## config.mk

```make
export PLATFORM = sky130hd
export DESIGN_NAME = bcd_counter_chain_flat
export DESIGN_NICKNAME = d
export VERILOG_FILES = /design/src/rtl/bcd_counter_chain_if.sv /design/src/rtl/bcd_counter_chain.sv /design/src/flat_wrapper.sv
export SDC_FILE = /design/constraint.sdc
export NUM_CORES = 1
export LEC_CHECK = 0
export CELL_PAD_IN_SITES_DETAIL_PLACEMENT = 1
export CELL_PAD_IN_SITES_GLOBAL_PLACEMENT = 1
export CORE_UTILIZATION = 28
export CTS_CLUSTER_SIZE = 40
export DETAILED_ROUTE_END_ITERATION = 8
export GPL_TIMING_DRIVEN = 0
export PLACE_DENSITY_LB_ADDON = 0.1
export SYNTH_ARGS = -nofsm -noshare
export SYNTH_HDL_FRONTEND = slang
export SYNTH_SLANG_ARGS = --single-unit
```

## constraint.sdc

```tcl
create_clock -name clk_drv -period 2.3 [get_ports clk_drv]
set_clock_uncertainty 0.15 [all_clocks]
set_input_delay 0.23 -clock clk_drv [delete_from_list [all_inputs] [get_ports clk_drv]]
set_output_delay 0.23 -clock clk_drv [all_outputs]
set_load 0.05 [all_outputs]
```

## src/rtl/bcd_counter_chain_if.sv

```systemverilog
// Signal bundle for bcd_counter_chain: logic-clock sample, controls, load data and counter outputs.
// The testbench or host drives the master side; the counter is the slave side.
interface bcd_counter_chain_if #(
  parameter int DIGITS = 2
);
  logic                  clk;       // original logic clock, sampled as data
  logic                  clr_n;
  logic                  load_n;
  logic                  enp;
  logic                  ent;
  logic                  up_dn;
  logic [4*DIGITS-1:0]   d;
  logic [4*DIGITS-1:0]   q;
  logic [DIGITS-1:0]     digit_tc;
  logic                  rco;

  modport master (
    output clk, clr_n, load_n, enp, ent, up_dn, d,
    input  q, digit_tc, rco
  );

  modport slave (
    input  clk, clr_n, load_n, enp, ent, up_dn, d,
    output q, digit_tc, rco
  );
endinterface

```

## src/rtl/bcd_counter_chain.sv

```systemverilog
// Cascaded modulo-MOD counter of DIGITS 4-bit stages, stepped on detected rising edges of bus.clk.
// Define BCD_CHAIN_UPDOWN_EN to enable down counting via bus.up_dn; otherwise the block counts up only.
module bcd_counter_chain #(
  parameter int DIGITS = 2,
  parameter int MOD    = 10
) (
  input  logic                   clk_drv,
  input  logic                   rst,
  bcd_counter_chain_if.slave     bus
);

  localparam logic [3:0] TOP = 4'(MOD - 1);

  logic [4*DIGITS-1:0] q;
  logic [4*DIGITS-1:0] q_step;
  logic [DIGITS-1:0]   tc;
  logic                clk_q;
  logic                clk_edge;

`ifndef BCD_CHAIN_UPDOWN_EN
  logic unused_up_dn;
  assign unused_up_dn = bus.up_dn;
`endif

  assign clk_edge = bus.clk & ~clk_q;

  // Per-digit terminal flags and the next value when a count is taken.
  // All digits whose lower neighbours are terminal step together in one cycle.
  always_comb begin
    logic [3:0] digit;
    logic [3:0] nxt;
    logic       term;
    logic       carry;
    // NOTE: every variable gets a default before any conditional use so no latch is inferred.
    q_step = q;
    tc     = '0;
    digit  = '0;
    nxt    = '0;
    term   = 1'b0;
    carry  = 1'b1;
    for (int i = 0; i < DIGITS; i++) begin
      digit = q[4*i +: 4];
      term  = (digit >= TOP);
      nxt   = term ? 4'd0 : digit + 4'd1;
`ifdef BCD_CHAIN_UPDOWN_EN
      if (!bus.up_dn) begin
        term = (digit == 4'd0);
        nxt  = term ? TOP : digit - 4'd1;
      end
`endif
      tc[i] = term;
      if (carry) q_step[4*i +: 4] = nxt;
      carry = carry & term;
    end
  end

  // Reset parks clk_q high so a logic clock already high at release does not count.
  always_ff @(posedge clk_drv) begin
    // NOTE: sequential state uses non-blocking assignments so all registers update together.
    if (rst) begin
      q     <= '0;
      clk_q <= 1'b1;
    end else begin
      clk_q <= bus.clk;
      if (!bus.clr_n)
        q <= '0;
      else if (clk_edge && !bus.load_n)
        q <= bus.d;
      else if (clk_edge && bus.enp && bus.ent)
        q <= q_step;
    end
  end

  assign bus.q        = q;
  assign bus.digit_tc = tc;
  assign bus.rco      = bus.ent & (&tc);

endmodule
```

## src/flat_wrapper.sv

```systemverilog
// flat-port wrapper written by rule: the top's interface ports become plain ports
module bcd_counter_chain_flat 
#(
  parameter int DIGITS = 2,
  parameter int MOD    = 10
)
  (clk_drv, rst, bus_clk, bus_clr_n, bus_load_n, bus_enp, bus_ent, bus_up_dn, bus_d, bus_q, bus_digit_tc, bus_rco);
  bcd_counter_chain_if #(.DIGITS(DIGITS)) bus_i ();
  input  logic clk_drv;
  input  logic rst;
  input wire logic [$bits(bus_i.clk)-1:0] bus_clk;
  input wire logic [$bits(bus_i.clr_n)-1:0] bus_clr_n;
  input wire logic [$bits(bus_i.load_n)-1:0] bus_load_n;
  input wire logic [$bits(bus_i.enp)-1:0] bus_enp;
  input wire logic [$bits(bus_i.ent)-1:0] bus_ent;
  input wire logic [$bits(bus_i.up_dn)-1:0] bus_up_dn;
  input wire logic [$bits(bus_i.d)-1:0] bus_d;
  output wire logic [$bits(bus_i.q)-1:0] bus_q;
  output wire logic [$bits(bus_i.digit_tc)-1:0] bus_digit_tc;
  output wire logic [$bits(bus_i.rco)-1:0] bus_rco;
  assign bus_i.clk = bus_clk;
  assign bus_i.clr_n = bus_clr_n;
  assign bus_i.load_n = bus_load_n;
  assign bus_i.enp = bus_enp;
  assign bus_i.ent = bus_ent;
  assign bus_i.up_dn = bus_up_dn;
  assign bus_i.d = bus_d;
  assign bus_q = bus_i.q;
  assign bus_digit_tc = bus_i.digit_tc;
  assign bus_rco = bus_i.rco;
  bcd_counter_chain #(.DIGITS(DIGITS), .MOD(MOD)) u_core (.clk_drv(clk_drv), .rst(rst), .bus(bus_i));
endmodule
```

==> metrics.md <==
| Metric | Value |
|---|---|
| Transition time at the pin with the least slew margin | 0.505 ns |
| Core Box Area | 0.00202 mm² |
| Pin count of the biggest net entering global routing | 9 |
| Signal arrival time at the worst endpoint | 1.81 ns |
| Initial core utilization | 0.304 |
| Worst-path cell chain | inv_1 > ha_1 > or3b_4 > nand2_4 > inv_4 > and3_2 > buf_2 |
| Global-route wire length before repair | 3.07 mm |
| # rows | 16 |
| Total power of the final layout | 0.000340 W |
| Slowest library cell on the worst path | sky130_fd_sc_hd__or3b_4 |
| Number of global-route vias before repair | 647 |
| Number of nets with antenna violations after routing | 0 |
| Die Span X | 48.9 µm |
| Highest-count cells in the layout ignoring fill and taps | 22 x sky130_fd_sc_hd__clkdlybuf4s50_1, 6 x sky130_fd_sc_hd__inv_1, 6 x sky130_fd_sc_hd__ha_1, 5 x sky130_fd_sc_hd__dfxtp_1 |
| Post-Synthesis Cell Area | 616 µm² |
| DRC violations left | 0 |
| Post CTS Setup Buffer Count | 0 |
| Area growth from synthesis to layout | 51.6% |
| Violation count after the first detailed-route iteration | 12 |
| Post-route fraction of the period consumed by the critical path | 0.953 |
| Cell types occupying the most area after synthesis | sky130_fd_sc_hd__dfxtp_1 29%, sky130_fd_sc_hd__ha_1 12%, sky130_fd_sc_hd__a22oi_1 3.7% |
| Fraction of registers with async set or reset after synthesis | 0 |
| Library cell with the largest summed area after synthesis | sky130_fd_sc_hd__dfxtp_1 |
| Worst slack on hold paths | 0.423 ns |
| Setup Crit Path Kind | flop to primary output |
| 1st-pass router iterations | 3 |
| Largest stage delay on the critical path | 0.40 ns |
| Antenna violations before repair | 0 |
| Detailed-route wire length per cell | 13.9 µm |
| Insertion delay of the later-clocked pin in the worst-skew pair | 0.27 ns |
| #FFs+latches synth | 9 |
| Number of buffer cells added on primary ports | 25 |
| Syn_area_per_cell | 8.67 µm² |
| Result of the run | completed |
| Path category of the worst min-delay check | input pin to flop |
| Total setup violations reported at the end of the flow | 0 |
| Post-synth EDFFs | 0 |
| Count of mapped cells out of synthesis | 71 |
| Maximum buffer depth of the clock tree | 2 |
| Total negative slack for setup checks | 0 ns |
| Min-Delay Path Depth | 3 |
| Number of violations of the max-capacitance limit | 0 |
| Most frequently used flop master after synthesis | sky130_fd_sc_hd__dfxtp_1 |
| Nets in the synthesized netlist | 93 |
| Clock tree sinks | 9 |
| FF-to-FF End | u_core.bus.q[2] |
| Crit path capture type | primary output |
| Area share of the leading cell type in the synthesized netlist | 0.293 |
| Start of the worst register-to-register path | u_core.bus.q[1] |
| Number of buffers inserted during clock tree synthesis | 3 |
| RSZ-0062 raised after global routing | false |
| Worst slew margin relative to its limit | 0.662 |
| Estimated wirelength of the detail-placed design | 1.39 mm |
| Height of the die | 48.9 µm |
| Antenna diode count | 0 |
| Via count of the routed design | 630 |
| Number of max-slew violations in the final report | 0 |
| Final design utilization | 0.462 |
| H-tree Lvls | 1 |
| Final hold vios | 0 |
| Routability-driven placement congestion ratio | 0.770 |
| Sequential cell area fraction in the yosys report | 0.293 |
| Master cell of the clock root buffer | sky130_fd_sc_hd__clkbuf_4 |
| Leading cell type in the layout, fill and taps excluded | sky130_fd_sc_hd__clkdlybuf4s50_1 |
| Minimum period implied by the final worst setup slack | 2.19 ns |
| R2R Setup Slk | 0.27 ns |
| Power density over the cells | 364 mW/mm² |
| Largest fanout on the critical path | 5 |
| R2R cell count | 7 |
| Share of cells above drive strength 1 | 0.200 |
| Routed vias/inst | 4.96 |
| All-layer global routing usage | 0.171 |
| Delay-heaviest family, CP | simple AND/OR/NAND/NOR gates |
| Number of primary I/O pins | 27 |
| Post-CTS Hold Fix Bufs | 0 |
| Ys Warns | 0 |
| Required time worst endpoint | 1.92 ns |
| Hold_sp | bus_d[3] |
| Final wirelength | 1.77 mm |
| Hold endpoint | u_core.bus.q[3] |
| Grt total ovfl | 0 |
| IR Drop Worst-Case VDD | 0.287 mV |
| Startpoint of the worst setup timing path | u_core.bus.q[1] |
| Library cells used by synthesis | 33 |
| Startpoint types | flop |
| Count of nets after finishing | 123 |
| Leak Pwr | 0.370 nW |
| Clock tree from TritonCTS | yes |
| Crit path buf inv count | 3 |
| Die area | 0.00239 mm² |
| Worst-path clk slew | 0.07 ns |
| Highest achievable clock rate | 0.456 GHz |
## repair_timing
item	CTS	global route
setup endpoints to repair	3	3
gates cloned	0	0
resized for setup	6	6
## worst max path at each step
| stage | to | slack, ns | depth (start not counted) |
|---|---|---|---|
| 4_1_cts | bus_rco | -0.03 | 7 |
| 5_1_grt | bus_rco | 0.01 | 7 |
| 2_1_floorplan | u_core.bus.q[2] | 0.08 | 6 |
| 3_5_place_dp | bus_rco | -0.20 | 6 |
| 3_3_place_gp | bus_rco | -0.19 | 6 |
| 6_report | bus_rco | 0.11 | 7 |
## routing by layer
layer / up-vias / wire (µm) / GRT usage
met3: 0 / 62 / 0.0561
li1: 319 / - / -
met5: - / 0 / 0
met2: 17 / 895 / 0.289
met4: 0 / 0 / 0.0441
met1: 294 / 810 / 0.207
## tightest hold or removal path, delay by kind of cell
kind | cells | cell delay (ns)
compound gates | 1 | 0.09
buf+inv | 1 | 0.40
simple gates | 1 | 0.06
## stage by stage
stage | instance area [µm²] | std cells | setup WS, ns
after detailed placement | 903 | 123 | -0.199
final | 933 | 127 | 0.109
after global placement | 903 | 123 | -0.187
after CTS | 933 | 127 | -0.0305
after global routing | 933 | 127 | 0.0122
after floorplan | 619 | 71 | 0.0801
## logic make-up (layout without fill, tap and decap cells)
family / Yosys count / count (layout) / share of synthesized area
AO/OA/AOI/OAI: 21 / 21 / 0.252
XOR/XNOR: 1 / 1 / 0.0142
adder cells (fa/ha/maj): 6 / 6 / 0.122
buffers and inverters: 7 / 36 / 0.0468
flip-flops: 9 / 9 / 0.293
AND/OR/NAND/NOR: 27 / 27 / 0.272
## power by group
part / internal (W) / switching [W]
clock network: 0.0000671 / 0.0000613
registers: 0.000158 / 0.00000239
logic: 0.0000307 / 0.0000205
## synth_stat cells, types with 2 or more instances
master and instances:
sky130_fd_sc_hd__a21oi_1 4, sky130_fd_sc_hd__a21o_1 2, sky130_fd_sc_hd__ha_1 6, sky130_fd_sc_hd__nand4_1 2, sky130_fd_sc_hd__nand2_1 4, sky130_fd_sc_hd__or3_1 3, sky130_fd_sc_hd__a22oi_1 3, sky130_fd_sc_hd__nor2_1 4
sky130_fd_sc_hd__nand2b_1 2, sky130_fd_sc_hd__inv_1 6, sky130_fd_sc_hd__or2_2 2, sky130_fd_sc_hd__o21a_1 2, sky130_fd_sc_hd__dfxtp_1 9, sky130_fd_sc_hd__o221a_2 2, sky130_fd_sc_hd__a31oi_1 2
## registers in the layout, summed over array words and instances (netlist names)
name	flops
u_core.clk_q	1
u_core.bus.q	8
## final cells by class
class / instances / area [µm²]
Clock buffer: 4 / 26.3
Timing Repair Buffer: 25 / 239
Tap cell: 27 / 33.8
Fill cell: 254 / 1090
Sequential cell: 9 / 185
Multi-Input combinational cell: 55 / 420
Inverter: 7 / 28.8
Note: power is estimated with default switching activity, not from simulation.
